`src/rtl/intg_window_averager_if.sv`:
```
// Result handshake bundle for the window averager.
// Producer holds data stable while out_valid is high.
interface intg_window_averager_if #(
    parameter int SUM_W = 13,
    parameter int CNT_W = 5,
    parameter int AVG_W = 9
);
    logic             out_valid;
    logic             out_ready;
    logic [SUM_W-1:0] sum_out;
    logic [CNT_W-1:0] cnt_out;
    logic [AVG_W-1:0] avg_out;
    logic             avg_sat;

    modport master (
        output out_valid,
        output sum_out,
        output cnt_out,
        output avg_out,
        output avg_sat,
        input  out_ready
    );

    modport slave (
        input  out_valid,
        input  sum_out,
        input  cnt_out,
        input  avg_out,
        input  avg_sat,
        output out_ready
    );
endinterface

```
`src/rtl/intg_window_averager.sv`:
```
// Integration window averager: captures the window sum and sample count,
// divides serially and holds the result until the consumer takes it.
module intg_window_averager #(
    parameter int SUM_W = 13,
    parameter int CNT_W = 5,
    parameter int AVG_W = 9
) (
    input  logic                  clk,
    input  logic                  acc_rst2,
    input  logic [SUM_W-1:0]      acc_sum,
    input  logic                  acc_en,
    output logic                  overrun,
    intg_window_averager_if.master out_if
);
    localparam int STEP_W = $clog2(SUM_W + 1);
    localparam logic [SUM_W-1:0] AVG_MAX = SUM_W'((64'd1 << AVG_W) - 64'd1);

    typedef enum logic [1:0] {IDLE, DIVIDE, HOLD} state_t;

    state_t            state;
    logic              en_q;
    logic [CNT_W-1:0]  win_cnt;
    logic [SUM_W-1:0]  sum_q;
    logic [CNT_W-1:0]  cnt_q;
    logic [SUM_W-1:0]  quo;
    logic [CNT_W-1:0]  rem;
    logic [STEP_W-1:0] step;
    logic              valid_q;
    logic [SUM_W-1:0]  sum_o;
    logic [CNT_W-1:0]  cnt_o;
    logic [AVG_W-1:0]  avg_o;
    logic              sat_o;
    logic              ovr_q;

    logic              capture;
    logic              accept;
    logic [CNT_W:0]    shifted;
    logic [CNT_W:0]    diff;
    logic              ge;
    logic [CNT_W-1:0]  rem_n;
    logic [AVG_W-1:0]  avg_n;
    logic              sat_n;

    assign capture = en_q & ~acc_en;
    assign accept  = valid_q & out_if.out_ready;

    // Restoring step: remainder stays below the divisor, so CNT_W bits suffice.
    always_comb begin
        shifted = {rem, quo[SUM_W-1]};
        diff    = shifted - {1'b0, cnt_q};
        ge      = (shifted >= {1'b0, cnt_q});
        rem_n   = ge ? diff[CNT_W-1:0] : shifted[CNT_W-1:0];
    end

    always_comb begin
        avg_n = '0;
        sat_n = 1'b0;
        if (cnt_q == '0) begin
            avg_n = '0;
        end else if (quo > AVG_MAX) begin
            avg_n = '1;
            sat_n = 1'b1;
        end else begin
            avg_n = quo[AVG_W-1:0];
        end
    end

    always_ff @(posedge clk or posedge acc_rst2) begin
        if (acc_rst2) begin
            en_q    <= 1'b0;
            win_cnt <= '0;
        end else begin
            en_q <= acc_en;
            if (capture)
                win_cnt <= '0;
            else if (acc_en && win_cnt != '1)
                win_cnt <= win_cnt + 1'b1;
        end
    end

    always_ff @(posedge clk or posedge acc_rst2) begin
        if (acc_rst2) begin
            state   <= IDLE;
            sum_q   <= '0;
            cnt_q   <= '0;
            quo     <= '0;
            rem     <= '0;
            step    <= '0;
            valid_q <= 1'b0;
            sum_o   <= '0;
            cnt_o   <= '0;
            avg_o   <= '0;
            sat_o   <= 1'b0;
            ovr_q   <= 1'b0;
        end else begin
            unique case (state)
                IDLE: begin
                    if (capture) begin
                        state <= DIVIDE;
                        sum_q <= acc_sum;
                        cnt_q <= win_cnt;
                        quo   <= acc_sum;
                        rem   <= '0;
                        step  <= '0;
                    end
                end
                DIVIDE: begin
                    if (capture)
                        ovr_q <= 1'b1;
                    if (step != STEP_W'(SUM_W)) begin
                        quo  <= {quo[SUM_W-2:0], ge};
                        rem  <= rem_n;
                        step <= step + 1'b1;
                    end else begin
                        state   <= HOLD;
                        valid_q <= 1'b1;
                        sum_o   <= sum_q;
                        cnt_o   <= cnt_q;
                        avg_o   <= avg_n;
                        sat_o   <= sat_n;
                    end
                end
                HOLD: begin
                    if (accept) begin
                        valid_q <= 1'b0;
                        if (capture) begin
                            state <= DIVIDE;
                            sum_q <= acc_sum;
                            cnt_q <= win_cnt;
                            quo   <= acc_sum;
                            rem   <= '0;
                            step  <= '0;
                        end else begin
                            state <= IDLE;
                        end
                    end else if (capture) begin
                        ovr_q <= 1'b1;
                    end
                end
                default: state <= IDLE;
            endcase
        end
    end

    assign out_if.out_valid = valid_q;
    assign out_if.sum_out   = sum_o;
    assign out_if.cnt_out   = cnt_o;
    assign out_if.avg_out   = avg_o;
    assign out_if.avg_sat   = sat_o;
    assign overrun          = ovr_q;
endmodule

```
`src/flat_wrapper.sv`:
```
// flat-port wrapper written by rule: the top's interface ports become plain ports
module intg_window_averager_flat 
#(
    parameter int SUM_W = 13,
    parameter int CNT_W = 5,
    parameter int AVG_W = 9
)
  (clk, acc_rst2, acc_sum, acc_en, overrun, out_if_out_valid, out_if_sum_out, out_if_cnt_out, out_if_avg_out, out_if_avg_sat, out_if_out_ready);
  intg_window_averager_if #(.SUM_W(SUM_W), .CNT_W(CNT_W), .AVG_W(AVG_W)) out_if_i ();
  input  logic clk;
  input  logic acc_rst2;
  input  logic [SUM_W-1:0] acc_sum;
  input  logic acc_en;
  output logic overrun;
  output wire logic [$bits(out_if_i.out_valid)-1:0] out_if_out_valid;
  output wire logic [$bits(out_if_i.sum_out)-1:0] out_if_sum_out;
  output wire logic [$bits(out_if_i.cnt_out)-1:0] out_if_cnt_out;
  output wire logic [$bits(out_if_i.avg_out)-1:0] out_if_avg_out;
  output wire logic [$bits(out_if_i.avg_sat)-1:0] out_if_avg_sat;
  input wire logic [$bits(out_if_i.out_ready)-1:0] out_if_out_ready;
  assign out_if_out_valid = out_if_i.out_valid;
  assign out_if_sum_out = out_if_i.sum_out;
  assign out_if_cnt_out = out_if_i.cnt_out;
  assign out_if_avg_out = out_if_i.avg_out;
  assign out_if_avg_sat = out_if_i.avg_sat;
  assign out_if_i.out_ready = out_if_out_ready;
  intg_window_averager #(.SUM_W(SUM_W), .CNT_W(CNT_W), .AVG_W(AVG_W)) u_core (.clk(clk), .acc_rst2(acc_rst2), .acc_sum(acc_sum), .acc_en(acc_en), .overrun(overrun), .out_if(out_if_i));
endmodule
```
`config.mk`:
```
export PLATFORM = sky130hd
export DESIGN_NAME = intg_window_averager_flat
export DESIGN_NICKNAME = d
export VERILOG_FILES = /design/src/rtl/intg_window_averager_if.sv /design/src/rtl/intg_window_averager.sv /design/src/flat_wrapper.sv
export SDC_FILE = /design/constraint.sdc
export NUM_CORES = 1
export LEC_CHECK = 0
export CORE_AREA = 5 5 78 98
export DETAILED_ROUTE_END_ITERATION = 8
export DIE_AREA = 0 0 83 103
export MAX_ROUTING_LAYER = met4
export PLACE_DENSITY = 0.81
export SYNTH_ARGS = -nofsm -noshare
export SYNTH_HDL_FRONTEND = slang
export SYNTH_SLANG_ARGS = --single-unit
```
`constraint.sdc`:
```
create_clock -name clk -period 2.66 [get_ports clk]
set_input_delay 0.399 -clock clk [delete_from_list [all_inputs] [get_ports clk]]
set_output_delay 0.399 -clock clk [all_outputs]
set_load 0.01 [all_outputs]
```
# After elaboration in Yosys (flattened, before gate mapping)

Cells that the tools add are included.

Bitwise logic cells: 4
Order comparisons: 2
Eq/ne operators: 9
Reductions and logical operators: 13
Divide/modulo/power cells: 0
Shift operators: 0
Muxes and demuxes: 36
Multiply operators: 0
$add $sub $neg: 3

Operator list:

| operator              | count |
|---|---|
| $mux W13              | 5 |
| $mux W5               | 8 |
| $pmux W13 S3          | 1 |
| $pmux W13 S2          | 1 |
| $mux W9               | 2 |
| $pmux W5 S3           | 1 |
| $gt A13 B9 Y1 const B | 1 |
| $mux W4               | 3 |
| $pmux W4 S3           | 1 |
| $pmux W5 S2           | 1 |
| $reduce_and A3 Y1     | 3 |
| $mux W1               | 7 |
| $ge A6 B5 Y1          | 1 |
| $mux W2               | 3 |
| $ne A2 B1 Y1 const B  | 3 |
| $pmux W2 S3           | 1 |
| $reduce_and A2 Y1     | 3 |
| $reduce_bool A2 Y1    | 3 |
| $add A5 B1 Y5 const B | 1 |
| $logic_not A5 Y1      | 1 |
| $ne A5 B5 Y1 const B  | 1 |
| $sub A5 B5 Y5         | 1 |
| $add A4 B1 Y4 const B | 1 |
| $ne A2 B2 Y1 const B  | 2 |
| 9 further kinds       | 12 |

Latch bits: 0
Bits in read-only memories: 0
Memories kept: 0
RAM bits: 0
Flip-flop bits (word level): 78
Word-level logic and storage cells: 81

# Logic depth before layout (Yosys ltp)

Gate-level depths: netlist (run 1).

Word-level depth: 5
Mapped depth: 9

# Worst setup path after synthesis (run 1)

Ideal clock, no wire load.

Path type: register to register
Start point: register u_core.quo[12]
End point: register u_core.rem[1]
Slack: 618 ps
Required time: 2577 ps
Arrival time: 1959 ps
Path buffers: 0
Stages on the path, launching flop included: 8
Cells stage by stage: dfrtp_1 inv_1 ha_1 fa_1 a31oi_1 o32a_1 mux2_2 o21ai_0

Word-level cells in the longest chain between the ends: 4

RTL lines:

| what                                          | line                                                   | RTL |
|---|---|---|
| from (decl)                                   | intg_window_averager.sv:25                             | `logic [SUM_W-1:0] quo;` |
| from (signal assigned)                        | intg_window_averager.sv:102                            | `quo <= acc_sum;` |
| from (signal assigned)                        | intg_window_averager.sv:111                            | `quo <= {quo[SUM_W-2:0], ge};` |
| from (signal assigned)                        | intg_window_averager.sv:130                            | `quo <= acc_sum;` |
| $sub A5 B5 Y5 or $ge A6 B5 Y1 (tied branches) | intg_window_averager.sv:50, intg_window_averager.sv:51 |  |
| $mux W5 (*)                                   | intg_window_averager.sv:52                             | `rem_n = ge ? diff[CNT_W-1:0] : shifted[CNT_W-1:0];` |
| $mux W5 (*)                                   | intg_window_averager.sv:110                            | `if (step != STEP_W'(SUM_W)) begin` |
| $pmux W5 S3 (*)                               | intg_window_averager.sv:96                             | `unique case (state)` |
| to (signal assigned)                          | intg_window_averager.sv:112                            | `rem <= rem_n;` |
| to (decl)                                     | intg_window_averager.sv:26                             | `logic [CNT_W-1:0] rem;` |

Every way passes the cells marked *; elsewhere a longest branch is shown, timed or not. The select of a mux whose other input is x is not followed.
A chain may end at the register's enable or synchronous reset.

# Worst setup path in the final report (run 1)

Same ends and word-level chain as after synthesis.

==> results of run 1 <==
-- metal layers --
layer,part of all wire [%],vias to the layer above,global-route usage (%)
li1,-,1290,-
met1,45,1270,24.9
met2,49,62,31.3
met3,4.0,13,4.48
met4,1.9,0,8.05
met5,0,-,-
-- logic make-up after synthesis --
logic type	after synthesis	synth area share, %
AOI/OAI and AO/OA	67	11.5
and+or+nand+nor	128	15.2
muxes	31	9.27
buffers and inverters	30	3.62
xor gates and xnor gates	2	0.492
DFF	78	54.8
adders and majority gates	14	5.13
-- worst paths after layout --
check	startpoint	endpoint	slack, ns	cells past startpoint
min in group clk	u_core.sum_q[0]	u_core.out_if.sum_out[0]	0.48	2
worst max register to register	u_core.quo[12]	u_core.rem[1]	0.37	7
worst max-delay path	u_core.quo[12]	u_core.rem[1]	0.37	7
worst min register to register	u_core.sum_q[0]	u_core.out_if.sum_out[0]	0.48	2
worst min-delay path	acc_rst2	u_core.out_if.sum_out[9]	0.29	2
max in group asynchronous	acc_rst2	u_core.sum_q[0]	1.82	3
-- metrics by stage --
step                hold slack [ns]  cell area, sq um  util, %
floorplan                     0.430              3560        -
global placement              0.448              4150     61.8
detailed placement            0.458              4150     61.8
CTS                           0.278              4380     65.2
global route                  0.297              4380     65.2
finish                        0.287              4380     65.2
-- critical path, stage by stage, from the launching register on --
cell,delay (ns)
dfrtp_1,0.38
inv_1,0.07
ha_1,0.23
fa_1,0.49
a31oi_1,0.20
o32a_1,0.33
mux2_2,0.37
o21ai_0,0.15
-- power by group --
group,internal (uW),switching (uW)
sequential,1500,244
combinational,719,800
clock,543,466
total,2760,1510
-- cell usage in the layout (no fill, tap or decap), drive strengths merged, types with 2 or more instances in the layout --
master,instances
a21boi,2
a21oi,4
a22o,3
a31oi,3
buf,10
bufinv,2
clkbuf,9
clkdlybuf4s50,46
dfrtp,78
ha,13
inv,20
mux2,16
mux2i,15
nand2,92
nand2b,3
nand3,5
nand4,2
nor2,15
nor3,3
o21ai,46
o22ai,2
or3,2
-- flip-flops by register name (all words and copies together), names as in the netlist, 2 cells and up --
register,cells
u_core.out_if.sum_out,13
u_core.quo,13
u_core.sum_q,13
u_core.out_if.avg_out,9
u_core.cnt_q,5
u_core.out_if.cnt_out,5
u_core.rem,5
u_core.win_cnt,5
u_core.step,4
u_core.state,2
-- cell type report --
class / instances / area (sq um)
clock inverter: 7 / 104
timing repair buffer: 56 / 548
fill: 564 / 2340
inverter: 16 / 60.1
sequential: 78 / 1950
multi-input combinational: 242 / 1480
clock buffer: 9 / 124
tap: 90 / 113
==> impl_metrics.ini, run 1 <==
[outcome]
status = complete, no violations

[drt]
ant_nets = 0
drtIter0Drc = 118
via_per_inst = 5.29
routed_wl_um = 7500
first_pass_iters = 5
num_vias = 2635
routedWlPerCell_um = 15.1
drc = 0

[timing]
drv_slew = 0
max_freq_mhz = 437
hold_viol = 0
final.period_utilization_pct = 86.1
skew_ns = 0.00933
fin_ws_ns = 0.370
slew_headroom_pct = 58.7
post-route-min-period_ns = 2.29
finalSetupViolations = 0
tns_ns = 0
worstMarginPinSlew_ns = 0.616
grt_setup_unrepaired = no

[yosys]
synth_cells = 350
ys_types = 43
syn_nets = 381
yosys-top-cells-area = dfrtp_1 55%, nand2_1 9.7%, o21ai_0 6.2%
syn-cell-area_sq_um = 3560
synth_seq_cells = 78
yosysMostFrequentCell = nand2_1
avgSynthCellArea_sq_um = 10.2
synthFlopType = dfrtp_1
yosysWarningCount = 0
synth-async-reset-ratio_pct = 100
yosysSeqAreaShare_pct = 54.8
synth_top_cells_by_count = 92 x nand2_1, 78 x dfrtp_1, 44 x o21ai_0
synth_area_leader_cell = dfrtp_1
synth_edf_count = 0
synth_top_area_share_pct = 54.8

[power]
peakVddDrop_mv = 0.666
p_leak_uw = 0.00202
power_density_nw_per_um2 = 976
finalPower_uw = 4280

[global_routing]
grt_pass1_vias = 2672
gr-total-overflow = 0
grt_max_degree = 50
grt_pass1_wl_um = 13100
grt_usage_pct = 19.8
antenna_found_initial = 0

[placement]
placedCellCount = 482
port_buffers = 46
place_ws_ns = 0.288
routabilityCongestion = 0.844
dp.final_hpwl_um = 5370

[floorplan]
core_sq_um = 6720
chipWidth_um = 83
num_rows = 34
die_area_sq_um = 8550
initial_utilization_pct = 53.0
dieHeight_um = 103
ios = 47

[cts]
htree_levels = 3
cts.repair.resized = 0
cts_root_buffer = clkbuf_8
cts_hold_buf = 0
numCtsBuffers = 9
cts.path.max_buffers = 2
clkTransAtPathRegs_ns = 0.09
clock_latency_ns = 0.35
post_cts_buffers = 0
cts.sinks = 78
cts_tree = built

[worst_hold_path]
hp-class = in2async

[critical_path]
cp-end-kind = flop
critical_path.max_fanout = 5
required_ns = 2.93
critPathLaunchType = flop
worst_ep_arrival_time_ns = 2.56
path_class = reg2reg

[finish]
nets = 434
antennaDiodeCount = 0
area_growth_pct = 23.0
instances_no_fill = 498
drive_gt1_share_pct = 11.5

[job]
cap_violations = 0
Power figures use the tool's default switching activity.
==> run 2: changes to the inputs <==
--- a/config.mk
+++ b/config.mk
@@ -5,9 +5,9 @@
 export SDC_FILE = /design/constraint.sdc
 export NUM_CORES = 1
 export LEC_CHECK = 0
-export CORE_AREA = 5 5 78 98
+export CORE_AREA = 2 2 75 95
 export DETAILED_ROUTE_END_ITERATION = 8
-export DIE_AREA = 0 0 83 103
+export DIE_AREA = 0 0 77 97
 export MAX_ROUTING_LAYER = met4
 export PLACE_DENSITY = 0.81
 export SYNTH_ARGS = -nofsm -noshare
==> constraint.sdc (replaced) <==
create_clock -name clk -period 2.3 [get_ports clk]
set_input_delay 0.345 -clock clk [delete_from_list [all_inputs] [get_ports clk]]
set_output_delay 0.345 -clock clk [all_outputs]
set_load 0.01 [all_outputs]
==> impl_metrics.ini, run 2 (synthesis results as in run 1) <==
[cts]
numCtsBuffers = 9
cts_tree = built
clkTransAtPathRegs_ns = 0.08
cts.sinks = 78
cts.path.max_buffers = 2
cts_hold_buf = 0
clock_latency_ns = 0.37
htree_levels = 3
cts_root_buffer = clkbuf_8

[outcome]
status = complete, no violations

[timing]
finalSetupViolations = 0
hold_viol = 0
slew_headroom_pct = 58.0
max_freq_mhz = 464
post-route-min-period_ns = 2.16
worstMarginPinSlew_ns = 0.626
fin_ws_ns = 0.143
drv_slew = 0
final.period_utilization_pct = 93.8
grt_setup_unrepaired = no
tns_ns = 0
skew_ns = 0.0130

[floorplan]
initial_utilization_pct = 54.6
ios = 47
core_sq_um = 6520
die_area_sq_um = 7470
num_rows = 33
chipWidth_um = 77
dieHeight_um = 97

[finish]
final_cell_mix = 92 x nand2_1, 78 x dfrtp_1, 46 x clkdlybuf4s50_1, 44 x o21ai_0, 16 x mux2_2
seq_area_sq_um = 1950
nFillCells = 538
area_growth_pct = 22.1
layout_commonest_cell = nand2_1
drive_gt1_share_pct = 12.0
antennaDiodeCount = 0
nets = 435
multi_input_area_sq_um = 1480

[global_routing]
antenna_found_initial = 0
grt_pass1_wl_um = 12500
grt_pass1_vias = 2693
gr-total-overflow = 0
grt_max_degree = 79
grt_usage_pct = 21.8

[drt]
num_vias = 2639
drtIter0Drc = 176
routed_wl_um = 7290
ant_nets = 0
first_pass_iters = 4
via_per_inst = 5.32
drc = 0
routedWlPerCell_um = 14.7

[critical_path]
cpMaxStageDelayCell = fa_2
cp-end-kind = flop
path_cells = inv_1 -> ha_1 -> fa_2 -> a31oi_1 -> o32a_1 -> mux2_2 -> o21ai_0
critPathLaunchType = flop
path_class = reg2reg
critPathTopFamily = adder cells
crit_path_max_incr_delay_ns = 0.43
critical_path.max_fanout = 5
worst_ep_arrival_time_ns = 2.44
crit_buf_inv = 1
required_ns = 2.58

[power]
p_leak_uw = 0.00200
power_density_nw_per_um2 = 1090
peakVddDrop_mv = 0.701

[placement]
port_buffers = 46
dp.final_hpwl_um = 5060
routabilityCongestion = 0.973
place_ws_ns = 0.112

[worst_hold_path]
hp-class = in2async

[job]
cap_violations = 0
==> run 2: cell count changes in the layout (fill, tap and decap cells not counted), sizes merged <==
cell | previous run | this run
clkinvlp | 0 | 3
inv | 20 | 16
clkbuf | 9 | 10
clkinv | 1 | 3
buf | 10 | 11
bufinv | 2 | 0
==> run 2: worst min-delay path: cells and delay by family <==
family	cells	cell delay, ns
buffers and inverters	3	0.84
==> run 2: routing by layer <==
layer  vias up  track usage (%)  part of all wire [%]
met1      1276             27.1                    46
met3        16             3.26                   3.2
met5         -                -                     0
li1       1291                -                     -
met2        56             34.7                    48
met4         0             11.5                   2.9
==> run 2: repair_timing <==
| item | CTS | global route |
|---|---|---|
| endpoints found under the setup margin | 0 | 2 |
| gates resized for setup | 0 | 1 |
| setup buffers | 0 | 0 |
| endpoints found under the hold margin | 0 | 0 |
==> run 2: layout make-up <==
| type | count | share of cell area, % |
|---|---|---|
| tap | 87 | 2.50 |
| clock inverter | 6 | 1.06 |
| inverter | 16 | 1.47 |
| multi-input combinational | 242 | 34.1 |
| sequential | 78 | 44.9 |
| timing repair buffer | 57 | 12.8 |
| clock buffer | 10 | 3.17 |
==> run 2: power breakdown <==
part / switching [uW] / internal [uW]
Combinational: 925 / 840
Sequential: 280 / 1740
Clock: 527 / 426
Total: 1730 / 3000
==> run 2: path summary, 6_finish.rpt <==
path	start	to	slack, ns	cells past startpoint
worst min-delay path	acc_rst2	u_core.en_q	0.41	3
worst max-delay path	u_core.quo[12]	u_core.rem[1]	0.14	7
worst max register to register	u_core.quo[12]	u_core.rem[1]	0.14	7
worst min register to register	u_core.overrun	u_core.overrun	0.48	1
max in group asynchronous	acc_rst2	u_core.sum_q[9]	1.53	3
min in group clk	u_core.overrun	u_core.overrun	0.48	1
==> run 2: metrics by stage <==
step | instances | cell area [sq um] | hold WS, ns | util [%] | total power, uW
floorplan | 350 | 3570 | 0.376 | - | 3320
CTS | 496 | 4350 | 0.450 | 66.6 | 4750
global route | 496 | 4350 | 0.484 | 66.6 | 5050
finish | 496 | 4350 | 0.412 | 66.6 | 4740
detailed placement | 480 | 4160 | 0.453 | 63.8 | 3770
global placement | 480 | 4160 | 0.450 | 63.8 | 3680
